<file path="config.mk">
export PLATFORM = sky130hd
export DESIGN_NAME = sonar_ranger
export DESIGN_NICKNAME = d
export VERILOG_FILES = /design/src/rtl/sonar_pkg.sv /design/src/rtl/sonar_sync_edge.sv /design/src/rtl/sonar_ranger.sv
export SDC_FILE = /design/constraint.sdc
export NUM_CORES = 1
export LEC_CHECK = 0
export ABC_AREA = 1
export CORE_ASPECT_RATIO = 0.9
export CORE_MARGIN = 2
export CORE_UTILIZATION = 40
export CTS_CLUSTER_DIAMETER = 120
export DETAILED_ROUTE_END_ITERATION = 10
export GPL_TIMING_DRIVEN = 0
export SLEW_MARGIN = 20
export SYNTH_ARGS = -nofsm -noshare
export SYNTH_HDL_FRONTEND = slang
export SYNTH_HIERARCHICAL = 1
export SYNTH_SLANG_ARGS = --single-unit
</file>
<file path="constraint.sdc">
create_clock -name clk_32 -period 3.6 [get_ports clk_32]
set_clock_uncertainty 0.2 [all_clocks]
set_input_delay 0.54 -clock clk_32 [delete_from_list [all_inputs] [get_ports clk_32]]
set_output_delay 0.54 -clock clk_32 [all_outputs]
set_load 0.05 [all_outputs]
</file>
<file path="src/rtl/sonar_pkg.sv">
// rtl/sonar_pkg.sv - shared state encoding and default timing constants for the sonar ranger
package sonar_pkg;

  typedef enum logic [2:0] {
    ST_IDLE,
    ST_TX,
    ST_BLANK,
    ST_LISTEN,
    ST_REPORT
  } sonar_state_e;

  // Defaults assume a 32 MHz clk_32.
  localparam int DEF_WF_HALF   = 392;
  localparam int DEF_TX_CYCLES = 8000;
  localparam int DEF_BLANK     = 70000;
  localparam int DEF_HOLDOFF   = 2000;
  localparam int DEF_MAX_RANGE = 2000000;
  localparam int DEF_ECHOES    = 4;
  localparam int DEF_CNT_W     = 22;

endpackage

</file>
<file path="src/rtl/sonar_sync_edge.sv">
// rtl/sonar_sync_edge.sv - two-flop synchroniser with history flop and rising-edge detect
module sonar_sync_edge (
  input  logic clk_32,
  input  logic rst_n,
  input  logic d,
  output logic rise
);

  logic       sync1;
  logic       sync2;
  logic       hist;
  logic [2:0] fill;

  // fill gates the detector until hist holds a real sample, so an input
  // already high when reset releases is not mistaken for an edge.
  always_ff @(posedge clk_32 or negedge rst_n) begin
    if (!rst_n) begin
      sync1 <= 1'b0;
      sync2 <= 1'b0;
      hist  <= 1'b0;
      fill  <= 3'b000;
    end else begin
      sync1 <= d;
      sync2 <= sync1;
      hist  <= sync2;
      fill  <= {fill[1:0], 1'b1};
    end
  end

  assign rise = fill[2] & sync2 & ~hist;

endmodule

</file>
<file path="src/rtl/sonar_ranger.sv">
// rtl/sonar_ranger.sv - ultrasonic ping sequencer: transmit burst, blanking, echo capture and result handshake
module sonar_ranger
  import sonar_pkg::*;
#(
  parameter int WF_HALF   = DEF_WF_HALF,
  parameter int TX_CYCLES = DEF_TX_CYCLES,
  parameter int BLANK     = DEF_BLANK,
  parameter int HOLDOFF   = DEF_HOLDOFF,
  parameter int MAX_RANGE = DEF_MAX_RANGE,
  parameter int ECHOES    = DEF_ECHOES,
  parameter int CNT_W     = DEF_CNT_W
) (
  input  logic             clk_32,
  input  logic             rst_n,
  input  logic             trigger,
  input  logic             rx_in,
  output logic             tx_pulse,
  output logic             tx_oe,
  output logic             rx_out,
  output logic             rng_pwm,
  output logic             busy,
  output logic             echo_valid,
  input  logic             echo_ready,
  output logic [CNT_W-1:0] echo_range,
  output logic [2:0]       echo_idx,
  output logic             echo_last,
  output logic             timeout
);

  localparam bit PARAMS_OK = (TX_CYCLES >= 1) && (WF_HALF >= 1) &&
                             (TX_CYCLES < BLANK) && (BLANK < MAX_RANGE) &&
                             (64'(MAX_RANGE) < (64'd1 << CNT_W)) &&
                             (HOLDOFF >= 0) && (HOLDOFF < MAX_RANGE) &&
                             (ECHOES >= 1) && (ECHOES <= 8);

  if (!PARAMS_OK) begin : g_bad_params
    $error("sonar_ranger: illegal parameter set");
  end

  localparam logic [CNT_W-1:0] TX_END    = CNT_W'(TX_CYCLES - 1);
  localparam logic [CNT_W-1:0] BLANK_END = CNT_W'(BLANK - 1);
  localparam logic [CNT_W-1:0] RANGE_END = CNT_W'(MAX_RANGE - 1);
  localparam logic [CNT_W-1:0] RANGE_MAX = CNT_W'(MAX_RANGE);
  localparam logic [CNT_W-1:0] HOLD_PRE  = CNT_W'((HOLDOFF == 0) ? 0 : HOLDOFF - 1);
  localparam logic [CNT_W-1:0] WF_END    = CNT_W'(WF_HALF - 1);
  localparam logic [3:0]       ECHO_MAX  = 4'(ECHOES);
  localparam logic [3:0]       ECHO_LAST = 4'(ECHOES - 1);

  sonar_state_e     state;
  sonar_state_e     state_nxt;
  logic [CNT_W-1:0] pri_count;
  logic [CNT_W-1:0] wf_cnt;
  logic             wf;
  logic [3:0]       ecnt;
  logic [2:0]       rd_idx;
  logic             pwm_q;
  logic             rx_out_q;
  logic [CNT_W-1:0] echo_buf [8];

  logic trig_rise;
  logic rx_rise;
  logic counting;
  logic capture;
  logic first_capture;
  logic accept;
  logic last_entry;
  logic leave_listen;

  sonar_sync_edge u_trig_sync (
    .clk_32 (clk_32),
    .rst_n  (rst_n),
    .d      (trigger),
    .rise   (trig_rise)
  );

  sonar_sync_edge u_rx_sync (
    .clk_32 (clk_32),
    .rst_n  (rst_n),
    .d      (rx_in),
    .rise   (rx_rise)
  );

  assign counting      = (state == ST_TX) || (state == ST_BLANK) || (state == ST_LISTEN);
  assign capture       = (state == ST_LISTEN) && rx_rise && (ecnt < ECHO_MAX);
  assign first_capture = capture && (ecnt == 4'd0);
  assign accept        = (state == ST_REPORT) && echo_ready;
  assign last_entry    = (ecnt == 4'd0) || ({1'b0, rd_idx} == (ecnt - 4'd1));
  assign leave_listen  = (state == ST_LISTEN) && (state_nxt != ST_LISTEN);

  always_ff @(posedge clk_32 or negedge rst_n) begin
    if (!rst_n) begin
      state <= ST_IDLE;
    end else begin
      state <= state_nxt;
    end
  end

  always_comb begin
    state_nxt = state;
    unique case (state)
      ST_IDLE:   if (trig_rise) state_nxt = ST_TX;
      ST_TX:     if (pri_count == TX_END) state_nxt = ST_BLANK;
      ST_BLANK:  if (pri_count == BLANK_END) state_nxt = ST_LISTEN;
      ST_LISTEN: begin
        if ((pri_count == RANGE_END) || (capture && (ecnt == ECHO_LAST))) begin
          state_nxt = ST_REPORT;
        end
      end
      ST_REPORT: if (accept && last_entry) state_nxt = ST_IDLE;
      default:   state_nxt = ST_IDLE;
    endcase
  end

  always_ff @(posedge clk_32 or negedge rst_n) begin
    if (!rst_n) begin
      pri_count <= '0;
      wf_cnt    <= '0;
      wf        <= 1'b0;
      ecnt      <= 4'd0;
      rd_idx    <= 3'd0;
      rx_out_q  <= 1'b0;
    end else begin
      rx_out_q <= capture;
      if ((state == ST_IDLE) && trig_rise) begin
        pri_count <= '0;
        wf_cnt    <= '0;
        wf        <= 1'b1;
        ecnt      <= 4'd0;
        rd_idx    <= 3'd0;
      end else begin
        if (counting) begin
          if (pri_count != '1) pri_count <= pri_count + 1'b1;
          // Phase is a pure function of pri_count, so every ping starts identically.
          if (wf_cnt == WF_END) begin
            wf_cnt <= '0;
            wf     <= ~wf;
          end else begin
            wf_cnt <= wf_cnt + 1'b1;
          end
        end
        if (capture) ecnt <= ecnt + 4'd1;
        if (accept && !last_entry) rd_idx <= rd_idx + 3'd1;
      end
    end
  end

  // Echo capture clears the range pulse ahead of any other update that cycle.
  always_ff @(posedge clk_32 or negedge rst_n) begin
    if (!rst_n) begin
      pwm_q <= 1'b0;
    end else if ((state == ST_IDLE) && trig_rise) begin
      pwm_q <= (HOLDOFF == 0);
    end else if (first_capture || leave_listen) begin
      pwm_q <= 1'b0;
    end else if (counting && (HOLDOFF != 0) && (pri_count == HOLD_PRE) && (ecnt == 4'd0)) begin
      pwm_q <= 1'b1;
    end
  end

  always_ff @(posedge clk_32) begin
    if (capture) echo_buf[ecnt[2:0]] <= pri_count;
  end

  assign tx_oe      = (state == ST_TX);
  assign tx_pulse   = tx_oe & wf;
  assign rx_out     = rx_out_q;
  assign rng_pwm    = pwm_q & ~first_capture;
  assign busy       = (state != ST_IDLE);
  assign echo_valid = (state == ST_REPORT);
  assign timeout    = echo_valid && (ecnt == 4'd0);
  assign echo_last  = echo_valid && last_entry;
  assign echo_idx   = echo_valid ? rd_idx : 3'd0;
  assign echo_range = !echo_valid ? '0 : (timeout ? RANGE_MAX : echo_buf[rd_idx]);

endmodule

</file>
==> reports/results.tsv, run 1 <==
stage	metric	value	unit
placement	pre-CTS setup slack	-0.0846	ns
worst_setup_path	CP Class	reg -> out	
min_path	Hold WC Path Type	reg -> reg	
sta	Final Cycle Share	97.1	%
worst_setup_path	Startpoint Class	flip-flop	
cts	Root Driver	clkbuf_16	
global_route	remaining global-route overflow	0	
min_path	hold endpoint	u_rx_sync/fill[1]$_DFF_PN0_	
logic_synthesis	top post-synthesis cells by area	edfxtp_1, dfrtp_1, nand2_1	
logic_synthesis	synthesized cell area	11100	sq um
floorplanning	I/O pin count	38	
drt	WL final	29.3	mm
logic_synthesis	yosys warns	6	
sta	setup TNS	0	ns
cts	CTS tree	done	
logic_synthesis	Post-synth top flop	edfxtp_1	
worst_setup_path	crit path DAT	2.76	ns
sta	final hold vios	0	
logic_synthesis	ys async rst share	28.2	%
flow_run	maxcap violations	0	
cts	Post-CTS Setup Repair Bufs	0	
sta	final hold slack	0.147	ns
worst_setup_path	kind of end point of the critical path	output pin	
sta	worst-margin pin slew	0.788	ns
global_route	total track usage	20.0	%
min_path	Worst Hold Depth	0	
worst_setup_path	setup slack, reg-to-reg	0.89	ns
sta	Rel. slew slack	47.4	%
global_route	first-pass GRT wire length	45.3	mm
logic_synthesis	largest family of logic cells by synthesized area	simple AND/OR/NAND/NOR gates	
pwr	Pleak	5.41	nW
floorplanning	core footprint	27200	sq um
finish	synth-to-layout area growth	19.4	%
logic_synthesis	Post-synth EDFFs	176	
finish	share of cells above drive strength 1	10.1	%
drt	drt drc	0	
finish	n_diodes	0	
cts	total CTS buffers	26	
worst_setup_path	Crit Reg-Reg Startpoint	state[2]$_DFF_PN0_	
cts	worst skew pair latency	0.54	ns
placement	DP HPWL	20.4	mm
finish	Core Util, Final	49.0	%
floorplanning	Die Wd	180	um
placement	gpl congestion	0.921	
logic_synthesis	Synth Area in Simple Gates	22.0	%
logic_synthesis	mux contribution to synthesized area	0	%
logic_synthesis	syn avg cell area	9.64	sq um
logic_synthesis	Commonest cells post-synth	nand2_1, nor2_1, edfxtp_1	
sta	RSZ-0062 raised after global routing	no	
logic_synthesis	Synth Area in Compound Gates	8.75	%
worst_setup_path	largest fanout on the critical path	10	
logic_synthesis	XOR/XNOR share of the synthesized area	0.943	%
sta	# setup viols final	0	
logic_synthesis	Yosys top cell by area	edfxtp_1	
logic_synthesis	Seq/Total Area, Yosys	62.9	%
pwr	overall power	6.85	mW
finish	Final nets	1331	
placement	Port Buffer Count	37	
pwr	PwrDens	515	nW/um^2
floorplanning	DIE HEIGHT	162	um
cts	CTS Sinks	245	
cts	worst-case clock buffer depth	3	
global_route	vias in the first global route	8103	
sta	fmax	0.286	GHz
global_route	largest net degree at the start of global routing	43	
pwr	VDD IR max	0.395	mV
min_path	min-delay src	u_rx_sync/fill[0]$_DFF_PN0_	
drt	DRT iter0 DRCs	845	
logic_synthesis	post-synth top area share	47.4	%
sta	Max Slew Vio Count	0	
cts	number of H-tree levels	1	
logic_synthesis	most frequent cell after synthesis	nand2_1	
logic_synthesis	Adder-Cell Fraction of Synth Area	0.673	%
worst_setup_path	Reg2Reg Depth	8	
floorplanning	FP Rows	57	
drt	via count	8665	
drt	Vias/cell	5.12	
worst_setup_path	worst r2r dst	echo_buf[1][6]$_DFFE_PP_	
drt	Pre-antenna DRT Iters	6	
floorplanning	initial core utilization	41.0	%
logic_synthesis	Synth Register Bits	245	
global_route	initial antenna violation count	0	
logic_synthesis	unique cell type count in the Yosys netlist	37	
cts	clk slew on worst S/H paths	0.06	ns
logic_synthesis	post-synthesis cell count	1156	
drt	post-route ant nets	0	
floorplanning	die area	29200	sq um
drt	Wirelength per Cell	17.3	um
sta	minimum clock period	3.50	ns
worst_setup_path	worst path required time	2.86	ns
sta	setup slack after layout	0.103	ns
status	status	finished clean	
[how the worst max path moves through the flow]
| stage | startpoint | to | cells past startpoint |
|---|---|---|---|
| floorplan | ecnt[0]$_DFFE_PN0P_ | echo_range[17] | 6 |
| global placement | state[2]$_DFF_PN0_ | echo_buf[3][16]$_DFFE_PP_ | 6 |
| detailed placement | ecnt[0]$_DFFE_PN0P_ | echo_range[0] | 9 |
| CTS | rd_idx[0]$_DFFE_PN0P_ | echo_range[17] | 9 |
| global route | state[1]$_DFF_PN0_ | echo_idx[0] | 5 |
| finish | rd_idx[0]$_DFFE_PN0P_ | echo_range[14] | 9 |
[critical path, stage by stage, from the launching register on]
cell	delay [ns]
dfrtp_1	0.38
buf_2	0.18
inv_1	0.08
buf_2	0.23
buf_2	0.31
nor2_1	0.07
o211ai_1	0.19
nand2_1	0.10
a31oi_1	0.14
dlygate4sd2_1	0.54
[final cells by class]
type | count | area (sq um)
buffer | 48 | 249
tap | 354 | 443
clock buffer | 29 | 662
sequential | 245 | 7010
fill | 2529 | 13900
timing repair buffer | 49 | 427
multi-input combinational | 873 | 3970
inverter | 77 | 289
clock inverter | 19 | 260
[metal layers]
layer	up-vias	global-route usage [%]	wire, um
li1	4195	-	-
met1	4119	28.9	13300
met2	300	32.7	13500
met3	51	2.33	1810
met4	0	4.47	565
met5	-	0	0
[through the flow]
stage                     cells  area (sq um)
after floorplan            1243         11500
final                      1694         13300
after CTS                  1694         13400
after global placement     1634         12300
after global routing       1694         13300
after detailed placement   1645         12400
[report_power, final]
part	internal, mW	switching [mW]	total, mW
sequential	3.26	0.215	3.47
combinational	0.170	0.342	0.512
clock	1.76	1.11	2.87
[cell families after synthesis]
| logic type | Yosys count |
|---|---|
| xor gates and xnor gates | 12 |
| other | 3 |
| buffers and inverters | 125 |
| AOI/OAI and AO/OA | 179 |
| and+or+nand+nor | 586 |
| DFF | 245 |
| adders and majority gates | 6 |
[sequential cells by signal (all words and copies together), names as in the netlist, 3 cells and up]
name              flops
echo_buf            176
ecnt                  4
pri_count            22
rd_idx                3
state                 3
u_rx_sync/fill        3
u_trig_sync/fill      3
wf_cnt               22
[repair_timing]
| item | 4_1_cts | 5_1_grt |
|---|---|---|
| hold buffers | 1 | 0 |
| gates resized for setup | 64 | 38 |
| endpoints found under the setup margin | 23 | 18 |
| hold endpoints to repair | 27 | 0 |
[layout by cell type (no fill, tap or decap), types with 5 or more instances in the layout]
master	Yosys	final
nor3_1	13	10
o21ai_1	9	9
a31oi_1	11	11
o21ai_0	116	116
nand4_1	22	22
xor2_1	9	9
inv_1	73	73
clkbuf_16	0	26
ha_1	6	6
nor2_1	216	215
o211ai_1	7	7
bufinv_16	0	6
nand3_1	77	77
conb_1	3	90
edfxtp_1	176	176
clkbuf_2	1	19
o22ai_1	22	22
buf_4	1	10
clkbuf_1	21	14
nand2_1	237	236
nor2_2	7	7
dfrtp_1	69	69
clkinv_2	0	5
clkinv_1	1	5
clkdlybuf4s50_1	0	12
buf_2	21	27
a21oi_1	8	8
Note: power is estimated with default switching activity, not from simulation.
==> inputs of run 2 (changes only) <==
SLEW_MARGIN = 40   (was 20)
==> run 2 against run 1 <==
Sequential power barely moved. Critical path depth is 4 lower. Fmax is 0.71% higher. Non-clock buffer count grew 2. Final cell count up 0.12%. Die area unchanged. Register-to-register slack improved by 0.02 ns. Power fell by 2.3%. First-iteration DRC count is 3.7% lower. Final area hardly changed. Critical endpoint is now echo_idx[0]. Highest routed layer unchanged.
==> reports/results.tsv, run 2 (same netlist as run 1, synthesis figures left out) <==
stage	metric	value	unit	change
status	status	finished clean		unchanged
floorplanning	FP Rows	57		unchanged
cts	Root Driver	clkbuf_16		unchanged
floorplanning	DIE HEIGHT	162	um	unchanged
worst_setup_path	worst path required time	2.86	ns	about the same
cts	clk slew on worst S/H paths	0.06	ns	about the same
worst_setup_path	CP Class	reg -> out		unchanged
worst_setup_path	Buf/Inv on CP	2		was 5
worst_setup_path	crit path DAT	2.73	ns	was 2.76 ns
finish	Layout Cells excl Fill	1696		was 1694
floorplanning	die area	29200	sq um	unchanged
drt	drt drc	0		unchanged
finish	Core Util, Final	49.0	%	about the same
worst_setup_path	largest fanout on the critical path	10		unchanged
finish	share of cells above drive strength 1	10.2	%	was 10.1%
global_route	largest net degree at the start of global routing	43		unchanged
sta	final hold vios	0		unchanged
cts	worst skew pair latency	0.54	ns	about the same
sta	# setup viols final	0		unchanged
sta	Max Slew Vio Count	0		unchanged
global_route	met1 Use GR	28.6	%	was 28.9%
placement	dpl cells	1647		was 1645
finish	Final nets	1333		was 1331
flow_run	maxcap violations	0		unchanged
drt	Wirelength per Cell	17.3	um	about the same
placement	gpl congestion	0.921		unchanged
global_route	total track usage	20.2	%	was 20.0%
cts	worst-case clock buffer depth	3		unchanged
sta	Rel. slew slack	50.4	%	was 47.4%
finish	n_diodes	0		unchanged
min_path	Hold WC Path Type	reg -> reg		unchanged
worst_setup_path	cell family with most CP delay	buffers and inverters		unchanged
global_route	GRT busiest layer	met2		unchanged
drt	post-route ant nets	0		unchanged
worst_setup_path	CP max stage delay	0.83	ns	was 0.54 ns
cts	CTS tree	done		unchanged
pwr	overall power	6.70	mW	was 6.85 mW
sta	Final Cycle Share	96.5	%	was 97.1%
cts	number of H-tree levels	1		unchanged
worst_setup_path	kind of end point of the critical path	output pin		unchanged
drt	Vias/cell	5.10		was 5.12
global_route	initial antenna violation count	0		unchanged
drt	Pre-antenna DRT Iters	7		was 6
placement	DP HPWL	20.5	mm	was 20.4 mm
finish	FF+latch area	7010	sq um	unchanged
global_route	global-route met3 utilization	2.44	%	was 2.33%
cts	total CTS buffers	26		unchanged
finish	fillcell total	2540		was 2529
finish	area of the multi-input gates	3970	sq um	unchanged
floorplanning	Die Wd	180	um	unchanged
pwr	Pleak	5.40	nW	was 5.41 nW
finish	most common cell after layout, fill and taps aside	nand2_1		unchanged
pwr	VDD IR max	0.435	mV	was 0.395 mV
global_route	remaining global-route overflow	0		unchanged
global_route	Global Route met2 Usage	32.9	%	was 32.7%
floorplanning	core footprint	27200	sq um	unchanged
sta	setup slack after layout	0.128	ns	was 0.103 ns
cts	CTS Sinks	245		unchanged
finish	max reg flops	176		unchanged
finish	synth-to-layout area growth	19.3	%	was 19.4%
sta	setup TNS	0	ns	unchanged
drt	DRT iter0 DRCs	814		was 845
floorplanning	I/O pin count	38		unchanged
placement	pre-CTS setup slack	-0.100	ns	was -0.0846 ns
drt	WL final	29.3	mm	about the same
worst_setup_path	critical path's slowest cell	clkdlybuf4s50_1		was dlygate4sd2_1
sta	minimum clock period	3.47	ns	was 3.50 ns
placement	Port Buffer Count	37		unchanged
floorplanning	initial core utilization	41.0	%	unchanged
global_route	vias in the first global route	8245		was 8103
finish	most frequent cells in the layout	nand2_1, nor2_1, edfxtp_1, o21ai_0, conb_1		unchanged
sta	fmax	0.288	GHz	was 0.286 GHz
worst_setup_path	Startpoint Class	flip-flop		unchanged
pwr	PwrDens	503	nW/um^2	was 515 nW/um^2
drt	via count	8649		was 8665
global_route	first-pass GRT wire length	45.9	mm	was 45.3 mm
sta	worst-margin pin slew	0.744	ns	was 0.788 ns
worst_setup_path	CP Cell Sequence	nor2_4 > nand2_1 > clkbuf_1 > nor2_1 > clkdlybuf4s50_1		was buf_2 > inv_1 > buf_2 > buf_2 > nor2_1 > o211ai_1 > nand2_1 > a31oi_1 > dlygate4sd2_1
## run 2: changes by cell type in the layout (fill, tap and decap cells not counted), sizes merged
cell / change
clkinvlp: -1
clkdlybuf4s15: +5
buf: -3
bufinv: -2
clkbuf: -1
clkinv: +4
## run 2: timing repair
action                                 in CTS  in global routing
hold buffers                                1                  0
endpoints found under the hold margin      28                  0
resized for setup                          60                 29
setup buffers                               0                  0
gates cloned                                0                  0
setup endpoints to repair                  25                 19
## run 2: area by class of cell
| type | instances | area share (%) |
|---|---|---|
| flip-flops and latches | 245 | 52.7 |
| clock buffers | 28 | 4.95 |
| multi-input cells | 873 | 29.9 |
| well taps | 354 | 3.33 |
| clock inverters | 20 | 1.61 |
| repair buffers | 51 | 3.49 |
| inverters | 77 | 2.17 |
| plain buffers | 48 | 1.88 |
## run 2: metrics by stage
step           instance area (sq um)  hold slack [ns]
6_report                       13300            0.148
5_1_grt                        13300            0.161
4_1_cts                        13300            0.149
3_5_place_dp                   12400            0.135
3_3_place_gp                   12300            0.134
2_1_floorplan                  11500           0.0444
## run 2: where the power goes
| part | internal (mW) | total [mW] | switching (mW) |
|---|---|---|---|
| clock network | 1.61 | 2.71 | 1.10 |
| logic | 0.170 | 0.511 | 0.341 |
| registers | 3.26 | 3.47 | 0.213 |
## run 2: final timing paths
path	start	to	slack (ns)	depth (start not counted)
worst min register to register	u_rx_sync/fill[0]$_DFF_PN0_	u_rx_sync/fill[1]$_DFF_PN0_	0.15	0
max in group asynchronous	rst_n	pri_count[21]$_DFFE_PN0P_	2.43	3
worst max-delay path	state[1]$_DFF_PN0_	echo_idx[0]	0.13	5
min in group asynchronous	rst_n	wf_cnt[17]$_DFFE_PN0P_	0.24	2
worst max register to register	ecnt[2]$_DFFE_PN0P_	echo_buf[1][0]$_DFFE_PP_	0.91	7
worst min-delay path	u_rx_sync/fill[0]$_DFF_PN0_	u_rx_sync/fill[1]$_DFF_PN0_	0.15	0
## run 2: metal layers
| layer | routed length (um) | part of all wire [%] |
|---|---|---|
| met5 | 0 | 0 |
| met4 | 777 | 2.6 |
| met3 | 1730 | 5.9 |
| met2 | 13500 | 46 |
| met1 | 13300 | 45 |
